[config.mk]
export PLATFORM = sky130hd
export DESIGN_NAME = dm_arbiter
export DESIGN_NICKNAME = d
export VERILOG_FILES = /design/src/rtl/dm_arbiter.sv
export SDC_FILE = /design/constraint.sdc
export NUM_CORES = 1
export LEC_CHECK = 0
export ABC_AREA = 1
export CAP_MARGIN = 20
export CORE_AREA = 8 8 125 127
export DETAILED_ROUTE_END_ITERATION = 10
export DIE_AREA = 0 0 133 135
export MAX_ROUTING_LAYER = met4
export PLACE_DENSITY = 0.74
export SKIP_CTS_REPAIR_TIMING = 1
export SYNTH_ARGS = -nofsm -noshare
export SYNTH_HDL_FRONTEND = slang
export SYNTH_SLANG_ARGS = --single-unit
[constraint.sdc]
create_clock -name clk -period 2.9 [get_ports clk]
set_clock_uncertainty 0.15 [all_clocks]
set_input_delay 0.58 -clock clk [delete_from_list [all_inputs] [get_ports clk]]
set_output_delay 0.58 -clock clk [all_outputs]
set_load 0.01 [all_outputs]
[src/rtl/dm_arbiter.sv]
// dm_arbiter: round-robin arbiter and access sequencer that shares one
// single-ported byte-addressed data memory between the CPU port (0) and the
// loader/debug port (1). One memory cycle per grant, registered outputs.
module dm_arbiter #(
  parameter int DEPTH = 1024,
  parameter int AW    = 32
) (
  input  logic          clk,
  input  logic          rst,
  input  logic          req0,
  input  logic          we0,
  input  logic [AW-1:0] addr0,
  input  logic [31:0]   wdata0,
  input  logic          req1,
  input  logic          we1,
  input  logic [AW-1:0] addr1,
  input  logic [31:0]   wdata1,
  output logic          ack0,
  output logic          ack1,
  output logic [31:0]   rdata,
  output logic          err,
  output logic          dm_mem_read,
  output logic          dm_mem_write,
  output logic [31:0]   dm_address,
  output logic [31:0]   dm_data_write,
  input  logic [31:0]   dm_data_read
);

  // Highest legal word address; compared on the full address width so that
  // addresses near the top of the address space never wrap into range.
  localparam logic [AW-1:0] MAX_ADDR = AW'(DEPTH - 4);

  typedef enum logic [1:0] {
    IDLE   = 2'd0,
    ACCESS = 2'd1,
    RESP   = 2'd2
  } state_t;

  state_t      state_reg, state_next;
  logic        last_grant_reg, last_grant_next;
  logic        id_reg, id_next;
  logic        we_reg, we_next;
  logic        ack0_reg, ack0_next;
  logic        ack1_reg, ack1_next;
  logic        err_reg, err_next;
  logic [31:0] rdata_reg, rdata_next;
  logic        mem_read_reg, mem_read_next;
  logic        mem_write_reg, mem_write_next;
  logic [31:0] address_reg, address_next;
  logic [31:0] data_write_reg, data_write_next;

  // Grant selection: a lone requester wins, contention goes to the port
  // that was not granted last time.
  logic          grant1;
  logic          we_sel;
  logic [AW-1:0] addr_sel;
  logic [31:0]   wdata_sel;
  logic          bad_sel;

  // Combinational grant decode and illegal-address detection
  always_comb begin
    grant1    = req1 && (!req0 || !last_grant_reg);
    we_sel    = grant1 ? we1 : we0;
    addr_sel  = grant1 ? addr1 : addr0;
    wdata_sel = grant1 ? wdata1 : wdata0;
    bad_sel   = (addr_sel[1:0] != 2'b00) || (addr_sel > MAX_ADDR);
  end

  // Next-state and next-output decode; outputs are computed one cycle ahead
  // so that every port is driven straight from a register.
  always_comb begin
    state_next      = state_reg;
    last_grant_next = last_grant_reg;
    id_next         = id_reg;
    we_next         = we_reg;
    address_next    = address_reg;
    data_write_next = data_write_reg;
    ack0_next       = 1'b0;
    ack1_next       = 1'b0;
    err_next        = 1'b0;
    rdata_next      = 32'h0;
    mem_read_next   = 1'b0;
    mem_write_next  = 1'b0;

    case (state_reg)
      IDLE: begin
        if (req0 || req1) begin
          id_next         = grant1;
          we_next         = we_sel;
          last_grant_next = grant1;
          if (bad_sel) begin
            // Rejected access: answer directly, memory is never touched.
            state_next = RESP;
            ack0_next  = !grant1;
            ack1_next  = grant1;
            err_next   = 1'b1;
          end else begin
            state_next      = ACCESS;
            address_next    = 32'(addr_sel);
            data_write_next = wdata_sel;
            mem_write_next  = we_sel;
            mem_read_next   = !we_sel;
          end
        end
      end
      ACCESS: begin
        // Memory write lands and read data is captured at the edge ending ACCESS.
        state_next = RESP;
        ack0_next  = !id_reg;
        ack1_next  = id_reg;
        rdata_next = we_reg ? 32'h0 : dm_data_read;
      end
      RESP: begin
        state_next = IDLE;
      end
      default: begin
        state_next = IDLE;
      end
    endcase
  end

  // State and output registers with synchronous reset
  always_ff @(posedge clk) begin
    if (rst) begin
      state_reg      <= IDLE;
      last_grant_reg <= 1'b1;
      id_reg         <= 1'b0;
      we_reg         <= 1'b0;
      ack0_reg       <= 1'b0;
      ack1_reg       <= 1'b0;
      err_reg        <= 1'b0;
      rdata_reg      <= 32'h0;
      mem_read_reg   <= 1'b0;
      mem_write_reg  <= 1'b0;
      address_reg    <= 32'h0;
      data_write_reg <= 32'h0;
    end else begin
      state_reg      <= state_next;
      last_grant_reg <= last_grant_next;
      id_reg         <= id_next;
      we_reg         <= we_next;
      ack0_reg       <= ack0_next;
      ack1_reg       <= ack1_next;
      err_reg        <= err_next;
      rdata_reg      <= rdata_next;
      mem_read_reg   <= mem_read_next;
      mem_write_reg  <= mem_write_next;
      address_reg    <= address_next;
      data_write_reg <= data_write_next;
    end
  end

  assign ack0          = ack0_reg;
  assign ack1          = ack1_reg;
  assign err           = err_reg;
  assign rdata         = rdata_reg;
  assign dm_mem_read   = mem_read_reg;
  assign dm_mem_write  = mem_write_reg;
  assign dm_address    = address_reg;
  assign dm_data_write = data_write_reg;

endmodule

==> tab_implementation.tex, run 1 <==
\begin{tabular}{lr}
\hline
Metric & Value \\
\hline
\multicolumn{2}{l}{\textbf{Global routing}} \\
\quad Global-route wire length before repair & around 23000 um \\
\quad Antenna violations before repair & 0 \\
\quad Gr usage total & 0.169 \\
\quad Largest net degree at the start of global routing & 47 \\
\quad Number of global-route vias before repair & between 4000 and 5000 \\
\quad Total congestion overflow & 0 \\
\multicolumn{2}{l}{\textbf{Timing}} \\
\quad Max\_slew headroom & 0.675 \\
\quad Worst slew pin tran & 0.487 ns \\
\quad Tcrit/Tclk final & 0.854 \\
\quad Final critical path time including I/O delays and setup & 2.48 ns \\
\quad RSZ-0062 raised after global routing & no \\
\quad Number of max-slew violations in the final report & 0 \\
\quad Setup violators final & 0 \\
\quad Final Worst Setup Slack & 0.423 ns \\
\quad Total negative setup slack & 0 ns \\
\quad Count of final hold-check violations & 0 \\
\quad Maximum operating frequency & 404 MHz \\
\multicolumn{2}{l}{\textbf{Run status}} \\
\quad Status & complete, no violations \\
\multicolumn{2}{l}{\textbf{Detailed routing}} \\
\quad Initial detailed-routing violation count & 183 \\
\quad Total iterations of the first detailed-routing run & 7 \\
\quad Vias & 4822 \\
\quad DRT Wirelength & 15300 um \\
\quad Remaining antenna violation count after routing & 0 \\
\quad Drt drc & 0 \\
\quad Routed vias/inst & about 4.2 \\
\quad Drt wl/cell & 13.2 um \\
\multicolumn{2}{l}{\textbf{Setup path}} \\
\quad Crit end category & register \\
\quad FF-to-FF End & dm\_mem\_write\$\_SDFF\_PP0\_ \\
\quad Delay of the slowest cell on the worst path & 0.49 ns \\
\quad Signal arrival time at the worst endpoint & 2.59 ns \\
\quad Nature of the critical path startpoint & primary input \\
\quad Crit Path Category & primary input to register \\
\quad Worst-case reg-to-reg path depth & 13 \\
\quad R2R Setup Slk & 0.79 ns \\
\quad Cell occurring most often along the worst timing path & nand2\_1 \\
\quad Data required time of the worst path & 3.01 ns \\
\quad Crit-path slowest cell & clkdlybuf4s50\_1 \\
\quad Crit Reg-Reg Startpoint & last\_grant\_reg\$\_SDFFE\_PP1P\_ \\
\quad Cell breakdown of the critical path & clkdlybuf4s50\_1, nand2\_2, nand2\_2, buf\_12, inv\_2, nand2\_1, nand2\_1, nor2\_1, nand2\_1, nor2\_1, buf\_4, nand3\_4, buf\_4, nor3\_1 \\
\quad Critical path fanouts, max & 29 \\
\multicolumn{2}{l}{\textbf{CTS}} \\
\quad Maximum root-to-sink buffer count & 2 \\
\quad Number of levels the H-tree was split into & 3 \\
\quad Number of buffers inserted during clock tree synthesis & 9 \\
\quad TritonCTS clock tree & done \\
\quad Clock transition at the registers of the reported paths & 0.07 ns \\
\quad Clock latency reported for the late side of the worst-skew pair & approximately 0.35 ns \\
\quad Clock sinks & roughly 110 \\
\quad Clk Tree Root Cell & clkbuf\_16 \\
\multicolumn{2}{l}{\textbf{Synthesis}} \\
\quad Share of the synthesized area in the top cell type & 0.458 \\
\quad Net Count, Synth & 880 \\
\quad Predominant post-synthesis flop cell & dfxtp\_1 \\
\quad Most frequent cells after synthesis & nand2\_1, nor2\_1, inv\_1 \\
\quad Cell accounting for the most synthesized area & dfxtp\_1 \\
\quad Synth area leaders & dfxtp\_1, nand2\_1, nor2\_1, inv\_1, nand3\_1 \\
\quad Synth cell types & 19 \\
\quad Seq cells post-synth & around 110 \\
\quad Dominant cell by count in the synthesized netlist & nand2\_1 \\
\quad Post-synth ARST share & 0 \\
\quad Number of instances in the synthesized netlist & 714 \\
\quad Number of warnings issued by yosys & 0 \\
\quad Synth Cell Area & 0.00463 mm\^{}2 \\
\quad Post-synthesis sequential area ratio & 0.458 \\
\quad Post-synth EDFFs & 0 \\
\quad Average cell area after synthesis & 6.49 um\^{}2 \\
\multicolumn{2}{l}{\textbf{Floorplanning}} \\
\quad Area enclosed by the die boundary & roughly 0.018 mm\^{}2 \\
\quad Boundary pin count & 267 \\
\quad Cell row count & 43 \\
\quad X dimension of the die & 133 um \\
\quad Starting Density & 0.340 \\
\quad Core Box Area & 0.0136 mm\^{}2 \\
\quad Chip height & 135 um \\
\multicolumn{2}{l}{\textbf{Placed design}} \\
\quad Routability cong. & just over 0.8 \\
\quad Cell count after placement & 1139 \\
\quad Placement-stage worst setup slack & 0.0489 ns \\
\quad Post-DP Area & 0.00751 mm\^{}2 \\
\quad Final HPWL DP & roughly 12000 um \\
\quad Input/output buffers & between 200 and 300 \\
\multicolumn{2}{l}{\textbf{Cells and area}} \\
\quad Fraction of final layout cells with drive strength greater than 1 & 0.0379 \\
\quad Total number of nets in the final design & $\sim$1100 \\
\quad Number of diodes added for antenna fixing & 0 \\
\quad Area added between synthesis and finish & 69.4\% \\
\quad Area of all placed cells without fillers & 0.00785 mm\^{}2 \\
\quad Finished Layout Cells & 1155 \\
\quad Fill cell count & $\sim$1300 \\
\quad Utilization after layout & 0.577 \\
\multicolumn{2}{l}{\textbf{Worst hold path}} \\
\quad Worst hold endpoint & dm\_address[10]\$\_SDFFE\_PP0P\_ \\
\quad Class of the tightest hold or removal check & register to register \\
\quad Hold path startpoint & dm\_address[10]\$\_SDFFE\_PP0P\_ \\
\quad Worst Hold Depth & 2 \\
\multicolumn{2}{l}{\textbf{Power}} \\
\quad Total power per unit cell area & 416 mW/mm\^{}2 \\
\quad Leakage & 0.00399 uW \\
\quad VDD IR-drop max & about 350 uV \\
\multicolumn{2}{l}{\textbf{Flow run}} \\
\quad Number of max-cap violations & 0 \\
\hline
\end{tabular}
==> per-layer routing <==
metal	share of wire	track usage	routed length, um	vias to the layer above
met2	0.46	0.267	7010	177
met1	0.41	0.178	6310	2074
met5	0	-	0	-
met4	0.0087	0.0416	133	0
met3	0.12	0.0966	1850	7
li1	-	-	-	2564
==> kinds of logic after synthesis <==
| family | Yosys count | synth area share |
|---|---|---|
| multiplexers | 9 | 0.0194 |
| AND/OR/NAND/NOR | 429 | 0.371 |
| AO/OA/AOI/OAI | 7 | 0.00756 |
| buffers and inverters | 163 | 0.144 |
| flip-flops | 106 | 0.458 |
==> area by class of cell <==
cell class                 instances  area [um^2]  area share
clock inverter                     7          113      0.0143
inverter                         127          477      0.0607
clock buffer                       9          225      0.0287
multi-input combinational        445         1850       0.236
sequential                       106         2120       0.270
timing repair buffer             281         2840       0.362
tap                              180          225      0.0287
==> critical path, delay by kind of cell <==
kind          cells  cell delay [ns]
buf+inv           5             1.13
simple gates      9             0.85
==> how the worst max path moves through the flow <==
stage | to | from | cells past startpoint
after detailed placement | dm_data_write[17]$_SDFFE_PP0P_ | req0 | 16
after global placement | dm_data_write[17]$_SDFFE_PP0P_ | req0 | 15
after global routing | dm_mem_write$_SDFF_PP0_ | req0 | 14
final | dm_mem_write$_SDFF_PP0_ | req0 | 14
after floorplan | dm_address[22]$_SDFFE_PP0P_ | req1 | 14
after CTS | dm_mem_write$_SDFF_PP0_ | req0 | 14
==> stage by stage <==
| step | power [uW] | hold WS, ns |
|---|---|---|
| after detailed placement | 1950 | 0.296 |
| after global placement | 1950 | 0.291 |
| after global routing | 3430 | 0.327 |
| final | 3260 | 0.310 |
| after CTS | 3310 | 0.313 |
| after floorplan | 1680 | 0.307 |
==> placed cells by master (no fill, tap or decap) <==
cell type,netlist,routed
clkinvlp_4,0,1
nand2_2,2,2
clkinv_4,0,1
nor2_1,131,131
mux2i_1,9,9
inv_1,126,125
inv_6,0,1
a21oi_1,5,5
clkbuf_16,0,9
o21ai_1,1,1
nand2_1,253,253
nand3_4,0,1
inv_2,1,2
dfxtp_1,106,106
bufinv_16,0,2
o21ai_0,1,1
nand3_1,26,26
buf_12,0,5
nor3_1,1,1
inv_8,0,1
nand3b_1,14,14
clkdlybuf4s50_1,0,266
buf_4,0,10
clkinv_8,0,1
nor3b_2,1,1
==> power by group <==
part	internal (uW)	switching, uW	total, uW
registers	1460	3.58	1470
clock network	775	573	1350
logic	277	174	451
total	2510	751	3260
(Power assumes the default switching activity.)
==> run 2: changes to the inputs <==
--- a/config.mk
+++ b/config.mk
@@ -7,12 +7,14 @@
 export LEC_CHECK = 0
 export ABC_AREA = 1
 export CAP_MARGIN = 20
-export CORE_AREA = 8 8 125 127
+export CORE_AREA = 2 2 119 121
 export DETAILED_ROUTE_END_ITERATION = 10
-export DIE_AREA = 0 0 133 135
+export DIE_AREA = 0 0 121 123
 export MAX_ROUTING_LAYER = met4
 export PLACE_DENSITY = 0.74
+export SETUP_SLACK_MARGIN = 0.02
 export SKIP_CTS_REPAIR_TIMING = 1
+export SLEW_MARGIN = 40
 export SYNTH_ARGS = -nofsm -noshare
 export SYNTH_HDL_FRONTEND = slang
 export SYNTH_SLANG_ARGS = --single-unit
==> tab_implementation.tex, run 2 (synthesis results as in run 1) <==
\begin{tabular}{lr}
\hline
Metric & Value \\
\hline
\multicolumn{2}{l}{\textbf{Run status}} \\
\quad Status & complete, no violations \\
\multicolumn{2}{l}{\textbf{CTS}} \\
\quad Clock transition at the registers of the reported paths & 0.07 ns (about the same) \\
\quad Maximum root-to-sink buffer count & 2 (unchanged) \\
\quad Clock latency reported for the late side of the worst-skew pair & 0.34 ns (about the same) \\
\quad Clock sinks & 106 (unchanged) \\
\quad Number of levels the H-tree was split into & 3 (unchanged) \\
\quad TritonCTS clock tree & done \\
\quad Clk Tree Root Cell & clkbuf\_16 \\
\quad Number of buffers inserted during clock tree synthesis & 9 (unchanged) \\
\multicolumn{2}{l}{\textbf{Global routing}} \\
\quad Number of global-route vias before repair & 4442 (-2.0\%) \\
\quad Global-route wire length before repair & 20500 um (-12\%) \\
\quad Antenna violations before repair & 0 (unchanged) \\
\quad Gr usage total & 0.182 (+0.0130) \\
\quad Total congestion overflow & 0 (unchanged) \\
\quad Largest net degree at the start of global routing & 65 (+38\%) \\
\multicolumn{2}{l}{\textbf{Detailed routing}} \\
\quad Total iterations of the first detailed-routing run & 4 (-3) \\
\quad Drt wl/cell & 11.8 um (-11\%) \\
\quad Routed vias/inst & 4.18 (+0.13\%) \\
\quad Remaining antenna violation count after routing & 0 (unchanged) \\
\quad DRT Wirelength & 13600 um (-11\%) \\
\quad Drt drc & 0 (unchanged) \\
\quad Initial detailed-routing violation count & 213 (+16\%) \\
\quad Vias & 4824 (+0.041\%) \\
\multicolumn{2}{l}{\textbf{Timing}} \\
\quad Tcrit/Tclk final & 0.862 (+0.00809) \\
\quad RSZ-0062 raised after global routing & no \\
\quad Number of max-slew violations in the final report & 0 (unchanged) \\
\quad Count of final hold-check violations & 0 (unchanged) \\
\quad Final Worst Setup Slack & 0.400 ns (-0.0235 ns) \\
\quad Setup violators final & 0 (unchanged) \\
\quad Maximum operating frequency & 400 MHz (-0.94\%) \\
\quad Final critical path time including I/O delays and setup & 2.50 ns (+0.0234 ns) \\
\quad Worst slew pin tran & 0.477 ns (-0.00965 ns) \\
\quad Total negative setup slack & 0 ns (unchanged) \\
\quad Max\_slew headroom & 0.681 (+0.00644) \\
\multicolumn{2}{l}{\textbf{Placed design}} \\
\quad Input/output buffers & 266 (unchanged) \\
\quad Final HPWL DP & 10400 um (-15\%) \\
\quad Routability cong. & 0.860 (+3.6\%) \\
\quad Placement-stage worst setup slack & 0.0195 ns (-0.0294 ns) \\
\quad Post-DP Area & 0.00749 mm\^{}2 (-0.27\%) \\
\quad Cell count after placement & 1138 (-0.088\%) \\
\multicolumn{2}{l}{\textbf{Cells and area}} \\
\quad Number of diodes added for antenna fixing & 0 (unchanged) \\
\quad Total number of nets in the final design & 1135 (-0.088\%) \\
\quad Area of all placed cells without fillers & 0.00782 mm\^{}2 (-0.43\%) \\
\quad Most frequent cells in the layout & clkdlybuf4s50\_1, nand2\_1, nor2\_1 \\
\quad Fraction of final layout cells with drive strength greater than 1 & 0.0370 (-0.000988) \\
\quad Most frequent standard cell in the layout excluding fill and tap cells & clkdlybuf4s50\_1 \\
\quad Area added between synthesis and finish & 68.7\% \\
\quad Finished Layout Cells & 1154 (-0.087\%) \\
\multicolumn{2}{l}{\textbf{Power}} \\
\quad Share of total power consumed by net switching & 0.225 (-0.00538) \\
\quad Internal power component & 2500 uW (-0.45\%) \\
\quad Sum of internal, switching and leakage power & 3230 uW (-1.1\%) \\
\quad VDD IR-drop max & 425 uV (+22\%) \\
\quad Total power per unit cell area & 413 mW/mm\^{}2 (-0.71\%) \\
\quad Relative contribution of the clock network to total power & 0.406 (-0.007) \\
\quad Power dissipated by switching net loads & 725 uW (-3.5\%) \\
\quad Logic pwr share & 0.140 (+0.002) \\
\quad Sequential power share & 0.454 (+0.005) \\
\quad Leakage & 0.00398 uW (-0.23\%) \\
\multicolumn{2}{l}{\textbf{Setup path}} \\
\quad Data required time of the worst path & 2.99 ns (-0.02 ns) \\
\quad Critical path fanouts, max & 64 (+120\%) \\
\quad Nature of the critical path startpoint & primary input \\
\quad Signal arrival time at the worst endpoint & 2.59 ns (about the same) \\
\quad Crit Path Category & primary input to register \\
\quad Crit end category & register \\
\multicolumn{2}{l}{\textbf{Worst hold path}} \\
\quad Class of the tightest hold or removal check & register to register \\
\multicolumn{2}{l}{\textbf{Floorplanning}} \\
\quad Area enclosed by the die boundary & 0.0149 mm\^{}2 (-17\%) \\
\quad Starting Density & 0.340 (unchanged) \\
\quad Core Box Area & 0.0136 mm\^{}2 (unchanged) \\
\quad Cell row count & 43 (unchanged) \\
\quad Boundary pin count & 267 (unchanged) \\
\quad X dimension of the die & 121 um (-9.0\%) \\
\quad Chip height & 123 um (-8.9\%) \\
\multicolumn{2}{l}{\textbf{Flow run}} \\
\quad Number of max-cap violations & 0 (unchanged) \\
\hline
\end{tabular}
-- run 2: cell types whose count changed in the layout (fill, tap and decap cells not counted), sizes merged --
cell,previous run,this run
inv,129,130
clkinvlp,1,0
buf,15,14
-- run 2: cell type report --
cell class | count | area, um^2
tap | 180 | 225
clock buffer | 9 | 225
inverter | 127 | 477
timing repair buffer | 280 | 2820
sequential | 106 | 2120
multi-input combinational | 445 | 1850
fill | 1243 | 5800
clock inverter | 7 | 98.8
-- run 2: per-stage QoR --
step	hold slack, ns	utilization
3_5_place_dp	0.296	0.550
2_1_floorplan	0.307	-
4_1_cts	0.306	0.574
3_3_place_gp	0.292	0.550
5_1_grt	0.327	0.574
6_report	0.304	0.574
-- run 2: routing by layer --
| layer | vias up | track usage | wire length [um] |
|---|---|---|---|
| met5 | - | - | 0 |
| met4 | 0 | 0.0734 | 299 |
| met3 | 21 | 0.0687 | 1410 |
| met2 | 193 | 0.289 | 5890 |
| met1 | 2050 | 0.207 | 6000 |
| li1 | 2560 | - | - |
-- run 2: power by group through the flow --
stage          Sequential (uW)  Clock (uW)  Combinational, uW
2_1_floorplan             1500           0                176
3_3_place_gp              1500           0                453
3_5_place_dp              1500           0                453
4_1_cts                   1470        1360                456
5_1_grt                   1470        1420                497
6_report                  1470        1310                450
-- run 2: critical path, stage by stage --
cell and delay, ns:
clkdlybuf4s50_1 0.50, nand2_2 0.07, nand2_2 0.12, buf_4 0.23
nand2_1 0.07, o21ai_1 0.07, nand2_1 0.06, nor2_1 0.08
nand2_1 0.05, nor2_1 0.20, nand3_4 0.13, buf_12 0.22
nor2_1 0.13, nor2_1 0.05
-- run 2: path summary, 6_finish.rpt --
kind                               start                             end  slack (ns)  cells past startpoint
max                                 req0  dm_data_write[17]$_SDFFE_PP0P_        0.40                     14
min          dm_address[16]$_SDFFE_PP0P_     dm_address[16]$_SDFFE_PP0P_        0.30                      2
max reg2reg  last_grant_reg$_SDFFE_PP1P_  dm_data_write[17]$_SDFFE_PP0P_        0.80                     13
min reg2reg  dm_address[16]$_SDFFE_PP0P_     dm_address[16]$_SDFFE_PP0P_        0.30                      2
